`config.mk`:
```
export PLATFORM = sky130hd
export DESIGN_NAME = pio_mem_rd_sched
export DESIGN_NICKNAME = d
export VERILOG_FILES = /design/src/rtl/pio_mem_rd_sched.sv
export SDC_FILE = /design/constraint.sdc
export NUM_CORES = 1
export LEC_CHECK = 0
export ABC_AREA = 0
export ABC_CLOCK_PERIOD_IN_PS = 2900
export CAP_MARGIN = 20
export CORE_UTILIZATION = 46
export DETAILED_ROUTE_END_ITERATION = 7
export PLACE_DENSITY = 0.78
export SLEW_MARGIN = 25
export SYNTH_ARGS = -nofsm -noshare
export SYNTH_HDL_FRONTEND = slang
export SYNTH_SLANG_ARGS = --single-unit
```
`constraint.sdc`:
```
create_clock -name clk -period 2.9 [get_ports clk]
set_clock_uncertainty 0.1 [all_clocks]
set_input_delay 0.29 -clock clk [delete_from_list [all_inputs] [get_ports clk]]
set_output_delay 0.29 -clock clk [all_outputs]
set_load 0.05 [all_outputs]
```
`src/rtl/pio_mem_rd_sched.sv`:
```
// Round-robin read scheduler sharing one memory read port among NREQ requesters.
// Outstanding reads carry their requester index in an in-order tag FIFO so acks route back.
module pio_mem_rd_sched #(
   parameter int WIDTH       = 20,
   parameter int DEPTH_NBITS = 1,
   parameter int NREQ        = 4,
   parameter int MAX_OUT     = 4
) (
   input  logic                        clk,
   input  logic                        rst,
   input  logic                        arb_en,
   input  logic [NREQ-1:0]             req_valid,
   input  logic [NREQ*DEPTH_NBITS-1:0] req_addr,
   output logic [NREQ-1:0]             req_ready,
   output logic                        app_mem_rd,
   output logic [DEPTH_NBITS-1:0]      app_mem_raddr,
   input  logic                        app_mem_ack,
   input  logic [WIDTH-1:0]            app_mem_rdata,
   output logic [NREQ-1:0]             rsp_valid,
   output logic [WIDTH-1:0]            rsp_data,
   output logic                        busy,
   output logic                        err_unexp_ack
);

   localparam int PW = $clog2(NREQ);
   localparam int TW = $clog2(MAX_OUT);
   localparam int CW = $clog2(MAX_OUT + 1);

   logic [PW-1:0] rr_ptr;
   logic [PW-1:0] gidx;
   logic [PW-1:0] rr_next;
   logic          grant;
   logic [CW-1:0] out_cnt;
   logic [CW-1:0] cnt_next;
   logic [TW:0]   wr_ptr;
   logic [TW:0]   rd_ptr;
   logic [PW-1:0] tag_mem [MAX_OUT];
   logic          fifo_empty;
   logic          pop;

   assign fifo_empty = (wr_ptr == rd_ptr);
   assign pop        = app_mem_ack && !fifo_empty;
   assign rr_next    = (gidx == PW'(NREQ - 1)) ? '0 : gidx + 1'b1;

   // Grant looks only at the current out_cnt, so a same-cycle ack never frees a slot early.
   always_comb begin
      int idx;
      idx       = 0;
      grant     = 1'b0;
      gidx      = '0;
      req_ready = '0;
      if (!rst && arb_en && (out_cnt != CW'(MAX_OUT))) begin
         for (int k = 0; k < NREQ; k++) begin
            idx = int'(rr_ptr) + k;
            if (idx >= NREQ) idx = idx - NREQ;
            if (!grant && req_valid[idx]) begin
               grant = 1'b1;
               gidx  = PW'(idx);
            end
         end
      end
      if (grant) req_ready[gidx] = 1'b1;
   end

   always_comb begin
      cnt_next = out_cnt;
      if (grant && !pop) cnt_next = out_cnt + 1'b1;
      else if (!grant && pop) cnt_next = out_cnt - 1'b1;
   end

   always_ff @(posedge clk) begin
      if (rst) begin
         rr_ptr        <= '0;
         out_cnt       <= '0;
         wr_ptr        <= '0;
         rd_ptr        <= '0;
         app_mem_rd    <= 1'b0;
         app_mem_raddr <= '0;
         rsp_valid     <= '0;
         rsp_data      <= '0;
         busy          <= 1'b0;
         err_unexp_ack <= 1'b0;
         for (int i = 0; i < MAX_OUT; i++) tag_mem[i] <= '0;
      end else begin
         app_mem_rd <= grant;
         if (grant) begin
            app_mem_raddr            <= req_addr[int'(gidx)*DEPTH_NBITS +: DEPTH_NBITS];
            tag_mem[wr_ptr[TW-1:0]] <= gidx;
            wr_ptr                   <= wr_ptr + 1'b1;
            rr_ptr                   <= rr_next;
         end
         rsp_valid <= '0;
         if (pop) begin
            rsp_valid[tag_mem[rd_ptr[TW-1:0]]] <= 1'b1;
            rsp_data                            <= app_mem_rdata;
            rd_ptr                              <= rd_ptr + 1'b1;
         end
         // An ack with nothing outstanding is dropped and only flagged.
         if (app_mem_ack && fifo_empty) err_unexp_ack <= 1'b1;
         out_cnt <= cnt_next;
         busy    <= (out_cnt != '0);
      end
   end

endmodule

```
==> results of run 1 <==
[worst max path at each step]
stage | end | slack, ns | depth (start not counted)
6_report | req_ready[0] | 0.28 | 8
5_1_grt | req_ready[0] | 0.14 | 8
4_1_cts | req_ready[0] | 0.27 | 8
3_5_place_dp | out_cnt[2] | 0.13 | 10
3_3_place_gp | out_cnt[2] | 0.23 | 10
2_1_floorplan | out_cnt[2] | 0.23 | 10
[cell type report]
class | count | area, sq um | area share, %
Clock buffer | 5 | 68.8 | 2.31
Inverter | 11 | 41.3 | 1.39
Timing Repair Buffer | 69 | 691 | 23.2
Multi-Input combinational cell | 138 | 980 | 32.9
Clock inverter | 3 | 68.8 | 2.31
Tap cell | 52 | 65.1 | 2.19
Sequential cell | 49 | 1060 | 35.7
[state kept, by name, summed over array words and instances, names as in the netlist, named ones only]
signal,flops
wr_ptr,3
app_mem_raddr,1
app_mem_rd,1
tag_mem,8
rsp_data,20
busy,1
out_cnt,3
rd_ptr,3
err_unexp_ack,1
rsp_valid,4
rr_ptr,2
[cells in the final DEF (no fill, tap or decap), drive strengths merged, types with 3 or more instances in the layout]
cell            n
dfxtp          41
or3             3
buf            10
a211oi          3
clkdlybuf4s50  59
mux2i          23
nor4            3
xor2            7
o21ai           3
and2            4
edfxtp          8
ha              7
o31ai           4
clkbuf          5
nand2          12
a21oi           6
inv            12
nor2           44
[worst reg2reg max path: stages, from the launching register on]
cell and delay [ns]:
dfxtp_1 0.49, xor2_1 0.17, o31ai_4 0.30, ha_1 0.23, inv_1 0.06, fa_1 0.38, xor2_1 0.18, or3_1 0.32
a21oi_1 0.16
[kinds of logic after synthesis]
group / Yosys count
compound gates: 22
xor+xnor: 9
fa+ha+maj: 8
buf+inv: 21
flops: 49
mux: 25
simple gates: 74
[per-stage QoR]
step	utilization (%)	area, sq um
5_1_grt	67.4	2980
6_report	67.4	2980
2_1_floorplan	-	2130
3_3_place_gp	64.3	2840
3_5_place_dp	64.3	2840
4_1_cts	67.4	2980
[layer usage]
| layer | up-vias | wire length (um) |
|---|---|---|
| met3 | 5 | 150 |
| li1 | 834 | - |
| met4 | 0 | 37 |
| met5 | - | 0 |
| met1 | 756 | 1850 |
| met2 | 35 | 2010 |
[power by group through the flow]
stage                     clock network (mW)  logic, mW  registers [mW]
final                                  0.573      0.977           0.918
after global routing                   0.610       1.05           0.937
after CTS                              0.586      0.985           0.919
after detailed placement                   0      0.978           0.934
after global placement                     0      0.966           0.931
after floorplan                            0      0.450            1.18
==> results.json, run 1 <==
{
  "max_cap_viol_count": 0,
  "cts.sinks": 49,
  "sum_neg_setup_slack_ns": 0,
  "critical_path.endpoint_type": "output pin",
  "critical_path_buf_inv_count": 2,
  "regToRegStartpoint": "wr_ptr[0]",
  "port_buffers": 63,
  "chipHeight_um": 70.0,
  "yosysWarnings": 0,
  "post_cts_resized": 0,
  "postSynth.topFlopCell": "dfxtp_1",
  "row_count": 24,
  "route.vias.total": 1630,
  "synth_top_family_by_area": "simple AND/OR/NAND/NOR gates",
  "critPathKind": "reg -> out",
  "global_placer_s_final_weighted_congestion": 0.820,
  "synth_xor_area_share_pct": 3.70,
  "synth-adder-area-share_pct": 5.05,
  "r2r_slack_ns": 0.43,
  "fin_crit_sh_pct": 90.3,
  "worst_hold_path_type": "reg -> reg",
  "initial_utilization_pct": 48.2,
  "min-delay-start": "err_unexp_ack",
  "hold_end": "err_unexp_ack",
  "worstSkewPairLatency_ns": 0.30,
  "power.share.switching_pct": 36.5,
  "worstSetupStartpointType": "register",
  "slowest_delay_ns": 0.47,
  "syn_std_cell_area_sq_um": 2130,
  "grt.met3_usage_pct": 3.61,
  "path_clk_slew_ns": 0.09,
  "hold-worst-slack_ns": 0.376,
  "internal_power_mw": 1.57,
  "totalPowerFinal_mw": 2.47,
  "power.static_leakage_nw": 1.30,
  "setup_ws_ns": 0.282,
  "post_layout_nonfiller_instances": 327,
  "unrepaired_setup_endpoints_after_global_routing": "false",
  "critPathMaxFanout": 7,
  "nets": 314,
  "antenna_found_initial": 0,
  "r2r_cells": 8,
  "drive_above_1_share_pct": 9.45,
  "die_w_um": 70.0,
  "drt_pre_antenna_iters": 4,
  "synthesis.nets": 248,
  "power.density_cell_area_nw_per_um2": 829,
  "drt_drc_violations_left": 0,
  "grt_start_max_net_pins": 36,
  "path_delay_family": "simple AND/OR/NAND/NOR gates",
  "ctsLongestPathBuffers": 2,
  "p_sw_uw": 901,
  "setup_viol": 0,
  "synth_edf_count": 8,
  "ir_worst_vdd_v": 0.000538,
  "pre_cts_slack_ns": 0.132,
  "global_route.usage.total_pct": 17.5,
  "drv_slew": 0,
  "max_clock_freq_ghz": 0.382,
  "hold_violations": 0,
  "finalWorstPathRequiredPeriod_ns": 2.62,
  "worst-endpoint-required_ns": 2.51,
  "first_global_vias": 1596,
  "antennaDiodeCount": 0,
  "overall_overflow_remaining_after_global_route": 0,
  "postRouteAntennaNets": 0,
  "worstReg2RegEnd": "out_cnt[2]",
  "cts_tree": "yes",
  "use_met1_pct": 21.4,
  "cts_setup_buffers": 0,
  "worst_ep_arrival_time_ns": 2.23,
  "combPwrFrac_pct": 39.6,
  "cts_root_buf": "clkbuf_8",
  "list_of_most_frequent_post_synthesis_cells": "nor2_1 (44), dfxtp_1 (41), mux2i_1 (23)",
  "placed_cells": 319,
  "avgSynthCellArea_sq_um": 10.2,
  "dieArea_sq_um": 4910,
  "ys_async_sr_fraction_pct": 0,
  "crit_path_cell_trace": "mux2i_1 > nor2_1 > or3_1 > nor2_1 > inv_1 > ha_1 > and2_1 > buf_4",
  "hold_buffers": 0,
  "route.detailed.vias_per_inst": 4.98,
  "hold-path-cell-count": 1,
  "synthesis.instances": 208,
  "power_share_of_the_sequential_group_pct": 37.2,
  "grt_first_pass_wirelength_um": 6910,
  "drtIter0Drc": 45,
  "wl_um": 4040,
  "grt_use_met2_pct": 30.7,
  "dp.final_hpwl_um": 2890,
  "power_frac_clock_pct": 23.2,
  "ys_seq_elements": 49,
  "cell_taking_the_most_area_after_synthesis": "dfxtp_1",
  "post_synth_and_or_nand_nor_area_fraction_pct": 16.0,
  "core-area_sq_um": 4410,
  "htree_num_levels": 2,
  "synth.distinct_cells": 39,
  "netlist.area_leader.share_pct": 38.5,
  "synthMostInstantiatedCell": "nor2_1",
  "share_of_the_synthesized_area_in_compound_gates_ao_oa_aoi_oai_pct": 7.70,
  "multiplexer_share_of_the_synthesized_area_pct": 12.9,
  "busiest_layer": "met2",
  "cpMostUsedCell": "nor2_1",
  "area_growth_syn_to_layout_pct": 39.7,
  "n_fill_cell": 375,
  "ys_seq_area_share_pct": 49.8,
  "cts_made_buffers": 5,
  "launching_element_of_the_worst_setup_path": "rr_ptr[1]",
  "headroom_to_the_max_slew_limit_pct": 65.1,
  "cp_slowest_cell": "dfxtp_1",
  "wire_per_inst_um": 12.4,
  "run_status": "finished, final reports clean",
  "ioPinCount": 64,
  "worst_slew_pin_slew_ns": 0.522,
  "synth_top_cells_by_area": "dfxtp_1 (39%), edfxtp_1 (11%), mux2i_1 (11%), nor2_1 (7.8%), ha_1 (4.1%)"
}
(Power assumes the default switching activity.)
==> run 2: changes to the inputs <==
ABC_CLOCK_PERIOD_IN_PS = 3150   (was 2900)
CORE_MARGIN = 1   (was not set)
CORE_UTILIZATION = 50   (was 46)
PLACE_DENSITY = 0.84   (was 0.78)
clock period = 3.15 ns   (was 2.9 ns; I/O delays follow)
==> results.json, run 2 (synthesized netlist as in run 1, its figures left out) <==
{
  "fin_crit_sh_pct": 88.5,
  "n_fill_cell": 293,
  "combPwrFrac_pct": 41.3,
  "launching_element_of_the_worst_setup_path": "rr_ptr[1]",
  "largest_registers": "rsp_data x20, tag_mem x8, rsp_valid x4",
  "worstSetupStartpointType": "register",
  "r2r_slack_ns": 0.75,
  "critPathMaxFanout": 8,
  "power.share.switching_pct": 37.7,
  "core-area_sq_um": 4060,
  "endpoint": "req_ready[0]",
  "critical_path.endpoint_type": "output pin",
  "mostFrequentLayoutCell": "clkdlybuf4s50_1",
  "power_share_of_the_sequential_group_pct": 39.0,
  "worst_ep_arrival_time_ns": 2.37,
  "post_cts_resized": 0,
  "path_clk_slew_ns": 0.08,
  "route.vias.total": 1630,
  "regToRegStartpoint": "wr_ptr[0]",
  "dp.final_hpwl_um": 3010,
  "headroom_to_the_max_slew_limit_pct": 65.5,
  "use_met1_pct": 20.9,
  "drtIter0Drc": 54,
  "global_placer_s_final_weighted_congestion": 0.778,
  "wire_per_inst_um": 12.6,
  "grt_start_max_net_pins": 36,
  "route.detailed.vias_per_inst": 5.03,
  "setup_viol": 0,
  "initial_utilization_pct": 52.5,
  "finalWorstPathRequiredPeriod_ns": 2.79,
  "run_status": "finished, final reports clean",
  "worstSkewPairLatency_ns": 0.30,
  "chipHeight_um": 67.3,
  "cts_made_buffers": 5,
  "cts_tree": "yes",
  "first_global_vias": 1438,
  "global_route.usage.total_pct": 18.5,
  "critPathKind": "reg -> out",
  "max_cap_viol_count": 0,
  "nets": 313,
  "area_growth_syn_to_layout_pct": 38.0,
  "worst_slew_pin_slew_ns": 0.516,
  "power.static_leakage_nw": 1.29,
  "power_frac_clock_pct": 19.7,
  "min-delay-start": "err_unexp_ack",
  "dieArea_sq_um": 4520,
  "hold_buffers": 0,
  "grt.met3_usage_pct": 5.74,
  "p_sw_uw": 814,
  "drt_pre_antenna_iters": 4,
  "overall_overflow_remaining_after_global_route": 0,
  "worst_hold_path_type": "reg -> reg",
  "cts_root_buf": "clkbuf_8",
  "unrepaired_setup_endpoints_after_global_routing": "false",
  "drt_drc_violations_left": 0,
  "row_count": 23,
  "grt_first_pass_wirelength_um": 6180,
  "die_w_um": 67.3,
  "cts_setup_buffers": 0,
  "drv_slew": 0,
  "drive_above_1_share_pct": 8.76,
  "r2r_cells": 8,
  "ctsLongestPathBuffers": 2,
  "ioPinCount": 64,
  "worstReg2RegEnd": "out_cnt[2]",
  "registers.top_by_ff_count": "rsp_data",
  "max_clock_freq_ghz": 0.359,
  "hold_violations": 0,
  "cts.sinks": 49,
  "hold-worst-slack_ns": 0.383,
  "largest_register_ffs": 20,
  "internal_power_mw": 1.35,
  "antenna_found_initial": 0,
  "ir_worst_vdd_v": 0.000560,
  "postRouteAntennaNets": 0,
  "antennaDiodeCount": 0,
  "busiest_layer": "met2",
  "wl_um": 4080,
  "port_buffers": 63,
  "worst-endpoint-required_ns": 2.73,
  "htree_num_levels": 2,
  "power.density_cell_area_nw_per_um2": 734,
  "sum_neg_setup_slack_ns": 0,
  "most_frequent_cells_in_the_layout": "clkdlybuf4s50_1 (59), nor2_1 (44), dfxtp_1 (41)",
  "grt_use_met2_pct": 32.6
}
## run 2: stage by stage
| step | setup WS (ns) | cell area, sq um | instances | power [mW] | util [%] |
|---|---|---|---|---|---|
| 2_1_floorplan | 0.459 | 2130 | 208 | 1.50 | - |
| 3_3_place_gp | 0.437 | 2830 | 316 | 1.74 | 69.7 |
| 3_5_place_dp | 0.387 | 2830 | 316 | 1.76 | 69.7 |
| 4_1_cts | 0.351 | 2940 | 324 | 2.18 | 72.4 |
| 5_1_grt | 0.171 | 2940 | 324 | 2.28 | 72.4 |
| 6_report | 0.363 | 2940 | 324 | 2.16 | 72.4 |
## run 2: layer usage
metal	vias to the layer above	share of wire (%)
met5	-	0
met4	0	1.3
met3	7	5.2
met2	43	50
met1	747	43
li1	833	-
## run 2: worst min path at each step
stage	endpoint	slack [ns]	cells after the start
finish	err_unexp_ack	0.38	1
global route	err_unexp_ack	0.41	1
CTS	err_unexp_ack	0.39	1
detailed placement	err_unexp_ack	0.37	1
global placement	err_unexp_ack	0.35	1
floorplan	rsp_data[0]	0.36	2
## run 2: cell type report
type / count / area (sq um) / share of cell area (%)
Inverter: 11 / 41.3 / 1.40
Tap cell: 50 / 62.6 / 2.13
Multi-Input combinational cell: 138 / 980 / 33.3
Clock buffer: 8 / 111 / 3.79
Timing Repair Buffer: 68 / 683 / 23.2
Sequential cell: 49 / 1060 / 36.1
## run 2: power by group through the flow
stage / Combinational (mW) / Sequential [mW] / Clock, mW
floorplan: 0.414 / 1.08 / 0
global placement: 0.882 / 0.854 / 0
detailed placement: 0.898 / 0.858 / 0
CTS: 0.900 / 0.845 / 0.436
global route: 0.960 / 0.859 / 0.459
finish: 0.891 / 0.843 / 0.424
## run 2: worst max-delay path: stages, from the launching register on
cell     delay (ns)
dfxtp_1        0.48
mux2i_1        0.23
nor2_1         0.08
or3_1          0.48
nor2_1         0.22
inv_1          0.09
ha_1           0.18
and2_1         0.13
buf_4          0.18
